[config.mk]
export PLATFORM = sky130hd
export DESIGN_NAME = ar_rr_arbiter
export DESIGN_NICKNAME = d
export VERILOG_FILES = /design/src/rtl/ar_rr_arbiter_pkg.sv /design/src/rtl/ar_rr_arbiter_rr_pick.sv /design/src/rtl/ar_rr_arbiter.sv
export SDC_FILE = /design/constraint.sdc
export NUM_CORES = 1
export LEC_CHECK = 0
export ABC_AREA = 0
export CAP_MARGIN = 20
export CORE_MARGIN = 3
export CORE_UTILIZATION = 23
export DETAILED_ROUTE_END_ITERATION = 10
export HOLD_SLACK_MARGIN = 0.06
export PLACE_DENSITY = 0.75
export SLEW_MARGIN = 30
export SYNTH_ARGS = -nofsm -noshare
export SYNTH_HDL_FRONTEND = slang
export SYNTH_SLANG_ARGS = --single-unit
[constraint.sdc]
create_clock -name ACLK -period 2.32 [get_ports ACLK]
set_input_delay 0.348 -clock ACLK [delete_from_list [all_inputs] [get_ports ACLK]]
set_output_delay 0.348 -clock ACLK [all_outputs]
set_load 0.005 [all_outputs]
[src/rtl/ar_rr_arbiter_pkg.sv]
// Shared AXI definitions for the AR-channel arbiter: payload width defaults,
// slave-side ID prefix width and the arbiter FSM state type.
package ar_rr_arbiter_pkg;

    localparam int AXI_ID_BITS        = 4;
    localparam int AXI_ADDR_BITS      = 32;
    localparam int AXI_LEN_BITS       = 4;
    localparam int AXI_SIZE_BITS      = 3;
    localparam int AXI_BURST_BITS     = 2;
    localparam int AXI_ID_PREFIX_BITS = 4;

    typedef enum logic {
        ST_IDLE  = 1'b0,
        ST_GRANT = 1'b1
    } ar_state_e;

endpackage

[src/rtl/ar_rr_arbiter_rr_pick.sv]
// Priority search: first requester at or after ptr (with wrap) when rr_en is
// set, otherwise the lowest-indexed requester.
module rr_pick #(
    parameter int NUM_M = 2,
    parameter int IDX_W = 1
) (
    input  logic [NUM_M-1:0] req,
    input  logic [IDX_W-1:0] ptr,
    input  logic             rr_en,
    output logic [NUM_M-1:0] onehot,
    output logic [IDX_W-1:0] idx
);

    logic [IDX_W:0]   cand;
    logic [IDX_W:0]   base;
    logic             found;

    always_comb begin
        cand   = '0;
        found  = 1'b0;
        idx    = '0;
        onehot = '0;
        base   = rr_en ? {1'b0, ptr} : '0;
        for (int i = 0; i < NUM_M; i++) begin
            // ptr is always below NUM_M, so one conditional subtract is a full modulo
            cand = base + (IDX_W + 1)'(i);
            if (cand >= (IDX_W + 1)'(NUM_M))
                cand = cand - (IDX_W + 1)'(NUM_M);
            if (!found && req[cand[IDX_W-1:0]]) begin
                found = 1'b1;
                idx   = cand[IDX_W-1:0];
            end
        end
        if (found)
            onehot[idx] = 1'b1;
    end

endmodule

[src/rtl/ar_rr_arbiter.sv]
// AXI AR-channel arbiter: NUM_M masters share one slave AR port, one transfer
// per grant, with the master index prepended to the slave-side ARID.
module ar_rr_arbiter
    import ar_rr_arbiter_pkg::*;
#(
    parameter int NUM_M     = 2,
    parameter int ID_BITS   = AXI_ID_BITS,
    parameter int ADDR_BITS = AXI_ADDR_BITS,
    parameter int LEN_BITS  = AXI_LEN_BITS,
    parameter int SIZE_BITS = AXI_SIZE_BITS,
    parameter int RR_EN     = 1
) (
    input  logic                                  ACLK,
    input  logic                                  ARESETn,
    input  logic [NUM_M*ID_BITS-1:0]              ARID_M,
    input  logic [NUM_M*ADDR_BITS-1:0]            ARADDR_M,
    input  logic [NUM_M*LEN_BITS-1:0]             ARLEN_M,
    input  logic [NUM_M*SIZE_BITS-1:0]            ARSIZE_M,
    input  logic [NUM_M*AXI_BURST_BITS-1:0]       ARBURST_M,
    input  logic [NUM_M-1:0]                      ARVALID_M,
    output logic [NUM_M-1:0]                      ARREADY_M,
    output logic [ID_BITS+AXI_ID_PREFIX_BITS-1:0] ARID_S,
    output logic [ADDR_BITS-1:0]                  ARADDR_S,
    output logic [LEN_BITS-1:0]                   ARLEN_S,
    output logic [SIZE_BITS-1:0]                  ARSIZE_S,
    output logic [AXI_BURST_BITS-1:0]             ARBURST_S,
    output logic                                  ARVALID_S,
    input  logic                                  ARREADY_S,
    output logic [NUM_M-1:0]                      GNT
);

    localparam int IDX_W = $clog2(NUM_M);

    ar_state_e          state, state_nxt;
    logic [IDX_W-1:0]   gidx, gidx_nxt;
    logic [IDX_W-1:0]   ptr, ptr_nxt;
    logic [NUM_M-1:0]   gnt_q, gnt_nxt;
    logic [NUM_M-1:0]   pick_onehot;
    logic [IDX_W-1:0]   pick_idx;

    logic [ID_BITS-1:0]        sel_id;
    logic [ADDR_BITS-1:0]      sel_addr;
    logic [LEN_BITS-1:0]       sel_len;
    logic [SIZE_BITS-1:0]      sel_size;
    logic [AXI_BURST_BITS-1:0] sel_burst;
    logic                      sel_valid;
    logic                      hs;

    rr_pick #(
        .NUM_M (NUM_M),
        .IDX_W (IDX_W)
    ) u_rr_pick (
        .req    (ARVALID_M),
        .ptr    (ptr),
        .rr_en  (RR_EN != 0),
        .onehot (pick_onehot),
        .idx    (pick_idx)
    );

    // Payload select driven by the registered grant index
    always_comb begin
        sel_id    = '0;
        sel_addr  = '0;
        sel_len   = '0;
        sel_size  = '0;
        sel_burst = '0;
        sel_valid = 1'b0;
        for (int m = 0; m < NUM_M; m++) begin
            if (gidx == IDX_W'(m)) begin
                sel_id    = ARID_M[m*ID_BITS +: ID_BITS];
                sel_addr  = ARADDR_M[m*ADDR_BITS +: ADDR_BITS];
                sel_len   = ARLEN_M[m*LEN_BITS +: LEN_BITS];
                sel_size  = ARSIZE_M[m*SIZE_BITS +: SIZE_BITS];
                sel_burst = ARBURST_M[m*AXI_BURST_BITS +: AXI_BURST_BITS];
                sel_valid = ARVALID_M[m];
            end
        end
    end

    assign hs = (state == ST_GRANT) && sel_valid && ARREADY_S;

    always_ff @(posedge ACLK or negedge ARESETn) begin
        if (!ARESETn) begin
            state <= ST_IDLE;
            gidx  <= '0;
            ptr   <= '0;
            gnt_q <= '0;
        end else begin
            state <= state_nxt;
            gidx  <= gidx_nxt;
            ptr   <= ptr_nxt;
            gnt_q <= gnt_nxt;
        end
    end

    always_comb begin
        state_nxt = state;
        gidx_nxt  = gidx;
        ptr_nxt   = ptr;
        gnt_nxt   = gnt_q;
        ARVALID_S = 1'b0;
        ARREADY_M = '0;
        GNT       = '0;
        ARID_S    = '0;
        ARADDR_S  = '0;
        ARLEN_S   = '0;
        ARSIZE_S  = '0;
        ARBURST_S = '0;
        case (state)
            ST_IDLE: begin
                if (|ARVALID_M) begin
                    state_nxt = ST_GRANT;
                    gidx_nxt  = pick_idx;
                    gnt_nxt   = pick_onehot;
                end
            end
            ST_GRANT: begin
                ARVALID_S = sel_valid;
                ARREADY_M = gnt_q & {NUM_M{ARREADY_S}};
                GNT       = gnt_q;
                ARID_S    = {AXI_ID_PREFIX_BITS'(gidx), sel_id};
                ARADDR_S  = sel_addr;
                ARLEN_S   = sel_len;
                ARSIZE_S  = sel_size;
                ARBURST_S = sel_burst;
                if (hs) begin
                    state_nxt = ST_IDLE;
                    ptr_nxt   = (gidx == IDX_W'(NUM_M - 1)) ? '0 : gidx + IDX_W'(1);
                end else if (!sel_valid) begin
                    // abandoned request: release the grant without advancing priority
                    state_nxt = ST_IDLE;
                end
            end
            default: state_nxt = ST_IDLE;
        endcase
    end

endmodule

==> metrics.md, run 1 <==
| Metric | Value |
|---|---|
| Outcome | complete, no violations |
| Hold Buf Count CTS | 0 |
| Die area | 5740 sq um |
| IR drop worst, VDD | just under 500 uV |
| Initial core utilization | between 20% and 30% |
| Clk sinks | 5 |
| Mapped Cells | around 130 |
| Sequential area share after synthesis | 11.2% |
| Vias | 1438 |
| Worst Clk Skew | 0.00200 ns |
| Commonest non-fill, non-tap cell in the layout | clkdlybuf4s50_1 |
| Area Growth Syn to Fin | 136% |
| Top-area cell type share of the netlist area | approximately two fifths |
| Mean Syn Cell Area | about 8.5 sq um |
| Reg clk slew, reported paths | 0.04 ns |
| Mapped cell area | roughly 1100 sq um |
| DRC errors left | 0 |
| Synth warn | 0 |
| Final core occ | just under 60% |
| Largest net degree at the start of global routing | 22 |
| Distinct cells, synth | 20 |
| Wirelength per Cell | 12.9 microns |
| CTS buffer count | 3 |
| Most frequent cells in the layout | clkdlybuf4s50_1 (145), nor2b_1 (49), mux2i_1 (46) |
| CTS tree | done |
| Top cells by area, synth | mux2i_1 (41%), nor2b_1 (27%), dfrtp_1 (11%) |
| Root Buffer | clkbuf_8 |
| Final Max Tran Viols | 0 |
| Antenna Diode Count | 0 |
| Minimum clock period | 2.13 ns |
| I/O Buffers | 145 |
| Share of cells above drive strength 1 | 3.68% |
| Fmax | 470 MHz |
| Die Wd | approximately 76 microns |
| I/O Pins | 149 |
| TNS Setup | 0 ns |
| Die Ht | 75.7 microns |
| Leak Pwr | 1.09 nW |
| Max clock buf depth | 2 |
| Cell Rows | 24 |
| Vias in the first global route | approximately 1300 |
| Dpl hpwl | approximately 3700 microns |
| WP data required | 1.97 ns |
| GR Util All Layers | between 10% and 20% |
| Hold Crit Class | primary input to async pin |
| Core area | 4530 sq um |
| Hold Violations, Final | 0 |
| MaxCap Viol Count | 0 |
| Worst Path Max Fanout | 21 |
| Clk_lat worst skew | 0.22 ns |
| Synth Register Bits | 5 |
| CP Data Arrival Time | 1.78 ns |
| Setup CP Type | register to primary output |
| Detailed Route WL | 4340 microns |
| Crit. End Element | primary output |
| Initial DRC count | 22 |
| Layout Nets | 368 |
| Post-DRT Antenna Nets | 0 |
| Setup crit start kind | register |
| Leading area contributor after synthesis | mux2i_1 |
| PostCTS Resize Cnt | 0 |
| First-pass GRT wire length | 6000 microns |
| Vias/cell | 4.27 |
| Unrepaired setup endpoints after global routing | no |
| Grt ovf | 0 |
| Initial antenna violation count | 0 |
| H-tree levels | 1 |
| Final setup viols | 0 |
| PwrDens | 671 nW/um^2 |
| Pre-Repair DR Iteration Count | 2 |
| Post-CTS setup buffer count | 0 |
| Tcrit/Tclk final | about nine tenths |
| Final GP Congestion | 0.764 |
==> kinds of logic (layout without fill, tap and decap cells) <==
group	Yosys count	after routing	synth area share, %
and+or+nand+nor	58	58	32.5
muxes	46	46	41.2
DFF	5	5	11.2
other	1	3	0.335
buffers and inverters	16	155	11.3
AOI/OAI and AO/OA	5	5	3.47
==> cell usage after synthesis <==
cell type and count:
inv_1 1, o2bb2ai_1 1, buf_6 5, nand2_1 1, nor2_1 1, and2_1 3
a2bb2oi_1 2, nor3_2 1, buf_2 1, and4_1 1, and3_1 2, mux2i_1 46
dfrtp_1 5, clkbuf_1 5, a31oi_1 1, o22ai_1 1, buf_12 1, nor2b_1 49
buf_4 3, conb_1 1
==> worst paths after layout <==
path,endpoint,slack (ns),startpoint,cells past startpoint
max in group asynchronous,gidx,1.76,ARESETn,1
worst min register to register,gnt_q[0],0.55,gnt_q[0],2
min in group ACLK,gnt_q[0],0.55,gnt_q[0],2
worst max register to register,state,1.23,gidx,2
worst min-delay path,gnt_q[1],0.35,ARESETn,1
worst max-delay path,ARADDR_S[7],0.19,gidx,4
==> critical path: stages, from the launching register on <==
cell	delay, ns
dfrtp_2	0.57
buf_12	0.24
mux2i_1	0.09
nor2b_1	0.12
clkdlybuf4s50_1	0.53
==> metal layers <==
metal | vias up | GRT usage, % | part of all wire, %
met4 | 0 | 3.69 | 1.1
met3 | 4 | 3.96 | 12
met1 | 638 | 14.1 | 35
met2 | 78 | 25.6 | 52
li1 | 718 | - | -
met5 | - | 0 | 0
==> flip-flops by register name (all words and copies together), names as in the netlist <==
register,cells
state,1
ptr,1
gidx,1
gnt_q,2
==> where the power goes <==
| group | leakage [nW] | internal (mW) | total, mW | switching, mW |
|---|---|---|---|---|
| Clock | 0.0228 | 0.118 | 0.159 | 0.0412 |
| Combinational | 1.00 | 0.945 | 1.43 | 0.485 |
| Sequential | 0.0590 | 0.123 | 0.186 | 0.0635 |
| Total | 1.09 | 1.19 | 1.78 | 0.590 |
==> stage by stage <==
stage	cells	area [sq um]	hold WS, ns	setup WS (ns)	total power, mW
4_1_cts	337	2650	0.351	0.151	1.80
3_3_place_gp	333	2600	0.548	0.368	1.63
2_1_floorplan	133	1130	0.0524	1.10	0.937
5_1_grt	337	2650	0.357	0.0509	1.91
6_report	337	2650	0.349	0.194	1.78
3_5_place_dp	333	2600	0.544	0.330	1.64
==> cell type report <==
class	count	area, sq um
Clock buffer	4	45.0
Fill cell	434	1890
Inverter	1	3.75
Multi-Input combinational cell	112	875
Sequential cell	5	126
Tap cell	65	81.3
Timing Repair Buffer	150	1510
No activity file was read; power rests on OpenSTA's default activity.
==> run 2: changes to the inputs <==
--- a/config.mk
+++ b/config.mk
@@ -6,12 +6,12 @@
 export NUM_CORES = 1
 export LEC_CHECK = 0
 export ABC_AREA = 0
-export CAP_MARGIN = 20
-export CORE_MARGIN = 3
+export CORE_MARGIN = 2
 export CORE_UTILIZATION = 23
 export DETAILED_ROUTE_END_ITERATION = 10
 export HOLD_SLACK_MARGIN = 0.06
 export PLACE_DENSITY = 0.75
+export SKIP_LAST_GASP = 1
 export SLEW_MARGIN = 30
 export SYNTH_ARGS = -nofsm -noshare
 export SYNTH_HDL_FRONTEND = slang
==> run 2 against run 1 <==
Net effect: design area down 1.8%; global-route usage up 0.73 points; critical path type unchanged; sequential share of layout area up 0.085 points; wire length down 3.4%; cell count down 3.6%; first-iteration DRC count up 41%; highest routed layer unchanged; setup slack better by 0.0040 ns; sequential power down 23%.
==> metrics.md, run 2 (synthesized netlist as in run 1, its figures left out) <==
| Metric | Value |
|---|---|
| I/O Pins | 149 (unchanged) |
| Grt ovf | 0 (unchanged) |
| Final setup margin | 0.198 ns (+0.00396 ns) |
| CP cell instances | buf_4 -> mux2i_1 -> nor2b_1 -> clkdlybuf4s50_1 |
| Post-DRT Antenna Nets | 0 (unchanged) |
| Post-CTS setup buffer count | 0 (unchanged) |
| Die Ht | 73.7 microns (-2.6%) |
| Wirelength per Cell | 12.9 microns (+0.18%) |
| Minimum clock period | 2.12 ns (-0.00396 ns) |
| WP data required | 1.97 ns (about the same) |
| Outcome | complete, no violations |
| Worst Path Max Fanout | 29 (+38%) |
| IR drop worst, VDD | 603 uV (+25%) |
| Core area | 4690 sq um (+3.5%) |
| Place WS | 0.339 ns (+0.00858 ns) |
| MaxCap Viol Count | 0 (unchanged) |
| Dpl hpwl | 3540 microns (-4.5%) |
| Leak Pwr | 1.07 nW (-1.3%) |
| Die area | 5440 sq um (-5.2%) |
| CTS buffer count | 3 (unchanged) |
| Cell Rows | 25 (+4.2%) |
| Crit. End Element | primary output |
| Final Hold Slack | 0.348 ns (-0.00115 ns) |
| Final cell count without fillers | 325 (-3.6%) |
| PwrDens | 664 nW/um^2 (-1.0%) |
| Detailed Route WL | 4200 microns (-3.4%) |
| TNS Setup | 0 ns (unchanged) |
| Worst Clk Skew | 0.00181 ns (-0.000184 ns) |
| Area Growth Syn to Fin | 132% |
| Vias in the first global route | 1324 (+2.8%) |
| Vias/cell | 4.41 (+3.4%) |
| Layout Nets | 367 (-0.27%) |
| I/O Buffers | 145 (unchanged) |
| Final GP Congestion | 0.680 (-11%) |
| GR Util All Layers | 14.1% (+0.73 points) |
| Pre-Repair DR Iteration Count | 3 (+1) |
| Hold Violations, Final | 0 (unchanged) |
| Fmax | 471 MHz (+0.19%) |
| Initial core utilization | 23.8% (-0.83 points) |
| Initial antenna violation count | 0 (unchanged) |
| Largest Register | gnt_q |
| PostCTS Resize Cnt | 0 (unchanged) |
| Setup CP Type | register to primary output |
| Overall power | 1.73 mW (-2.7%) |
| Antenna Diode Count | 0 (unchanged) |
| Final Max Tran Viols | 0 (unchanged) |
| Reg clk slew, reported paths | 0.04 ns (about the same) |
| Commonest non-fill, non-tap cell in the layout | clkdlybuf4s50_1 |
| Clk_lat worst skew | 0.22 ns (about the same) |
| Final setup viols | 0 (unchanged) |
| Unrepaired setup endpoints after global routing | no |
| Hold Crit Class | primary input to async pin |
| Tcrit/Tclk final | 91.5% (-0.17 points) |
| Root Buffer | clkbuf_8 |
| Cells after DPL | 321 (-3.6%) |
| Most frequent cells in the layout | clkdlybuf4s50_1 (145), nor2b_1 (49), mux2i_1 (46) |
| DRC errors left | 0 (unchanged) |
| Die Wd | 73.7 microns (-2.6%) |
| Hold Buf Count CTS | 0 (unchanged) |
| Initial DRC count | 31 (+41%) |
| First-pass GRT wire length | 6160 microns (+2.6%) |
| Share of cells above drive strength 1 | 3.32% (-0.36 points) |
| Clk sinks | 5 (unchanged) |
| CP Data Arrival Time | 1.77 ns (about the same) |
| Largest net degree at the start of global routing | 30 (+36%) |
| Slowest stage cell, crit path | clkdlybuf4s50_1 |
| Vias | 1434 (-0.28%) |
| H-tree levels | 1 (unchanged) |
| Max reg flops | 2 (unchanged) |
| CTS tree | done |
| Max clock buf depth | 2 (unchanged) |
| Setup crit start kind | register |
| Slowest stage delay, CP | 0.52 ns (-0.05 ns) |
## run 2: power breakdown
| part | total [mW] | switching, mW | internal [mW] |
|---|---|---|---|
| Clock | 0.163 | 0.0449 | 0.118 |
| Sequential | 0.144 | 0.0213 | 0.123 |
| Combinational | 1.42 | 0.515 | 0.904 |
| Total | 1.73 | 0.581 | 1.15 |
## run 2: cell type report
cell class / instances / area, sq um
sequential: 5 / 126
clock buffer: 4 / 45.0
multi-input combinational: 112 / 875
fill: 437 / 2090
tap: 54 / 67.6
timing repair buffer: 149 / 1480
inverter: 1 / 3.75
## run 2: routing by layer
| metal | global-route usage, % | vias to the layer above | share of wire, % |
|---|---|---|---|
| met5 | 0 | - | 0 |
| met4 | 4.04 | 0 | 0.55 |
| met3 | 3.98 | 3 | 12 |
| met1 | 14.5 | 632 | 35 |
| met2 | 27.4 | 82 | 53 |
| li1 | - | 717 | - |
## run 2: final timing paths
kind / startpoint / endpoint / slack (ns) / cells past startpoint
max in group asynchronous: ARESETn / gidx / 1.76 / 1
hold reg to reg: gnt_q[0] / gnt_q[0] / 0.55 / 2
hold / removal: ARESETn / gnt_q[1] / 0.35 / 1
min in group ACLK: gnt_q[0] / gnt_q[0] / 0.55 / 2
setup / recovery: gidx / ARSIZE_S[2] / 0.20 / 4
setup reg to reg: gidx / state / 1.17 / 3
## run 2: worst max-delay path: cells and delay by family (launching register included)
| kind | cells | cell delay, ns |
|---|---|---|
| buffers and inverters | 2 | 0.92 |
| flip-flops | 1 | 0.34 |
| multiplexers | 1 | 0.15 |
| AND/OR/NAND/NOR | 1 | 0.12 |
## run 2: metrics by stage
stage,util [%],cell area [sq um]
after floorplan,-,1130
after global placement,54.4,2550
after detailed placement,54.4,2550
after CTS,55.4,2600
after global routing,55.4,2600
final,55.4,2600
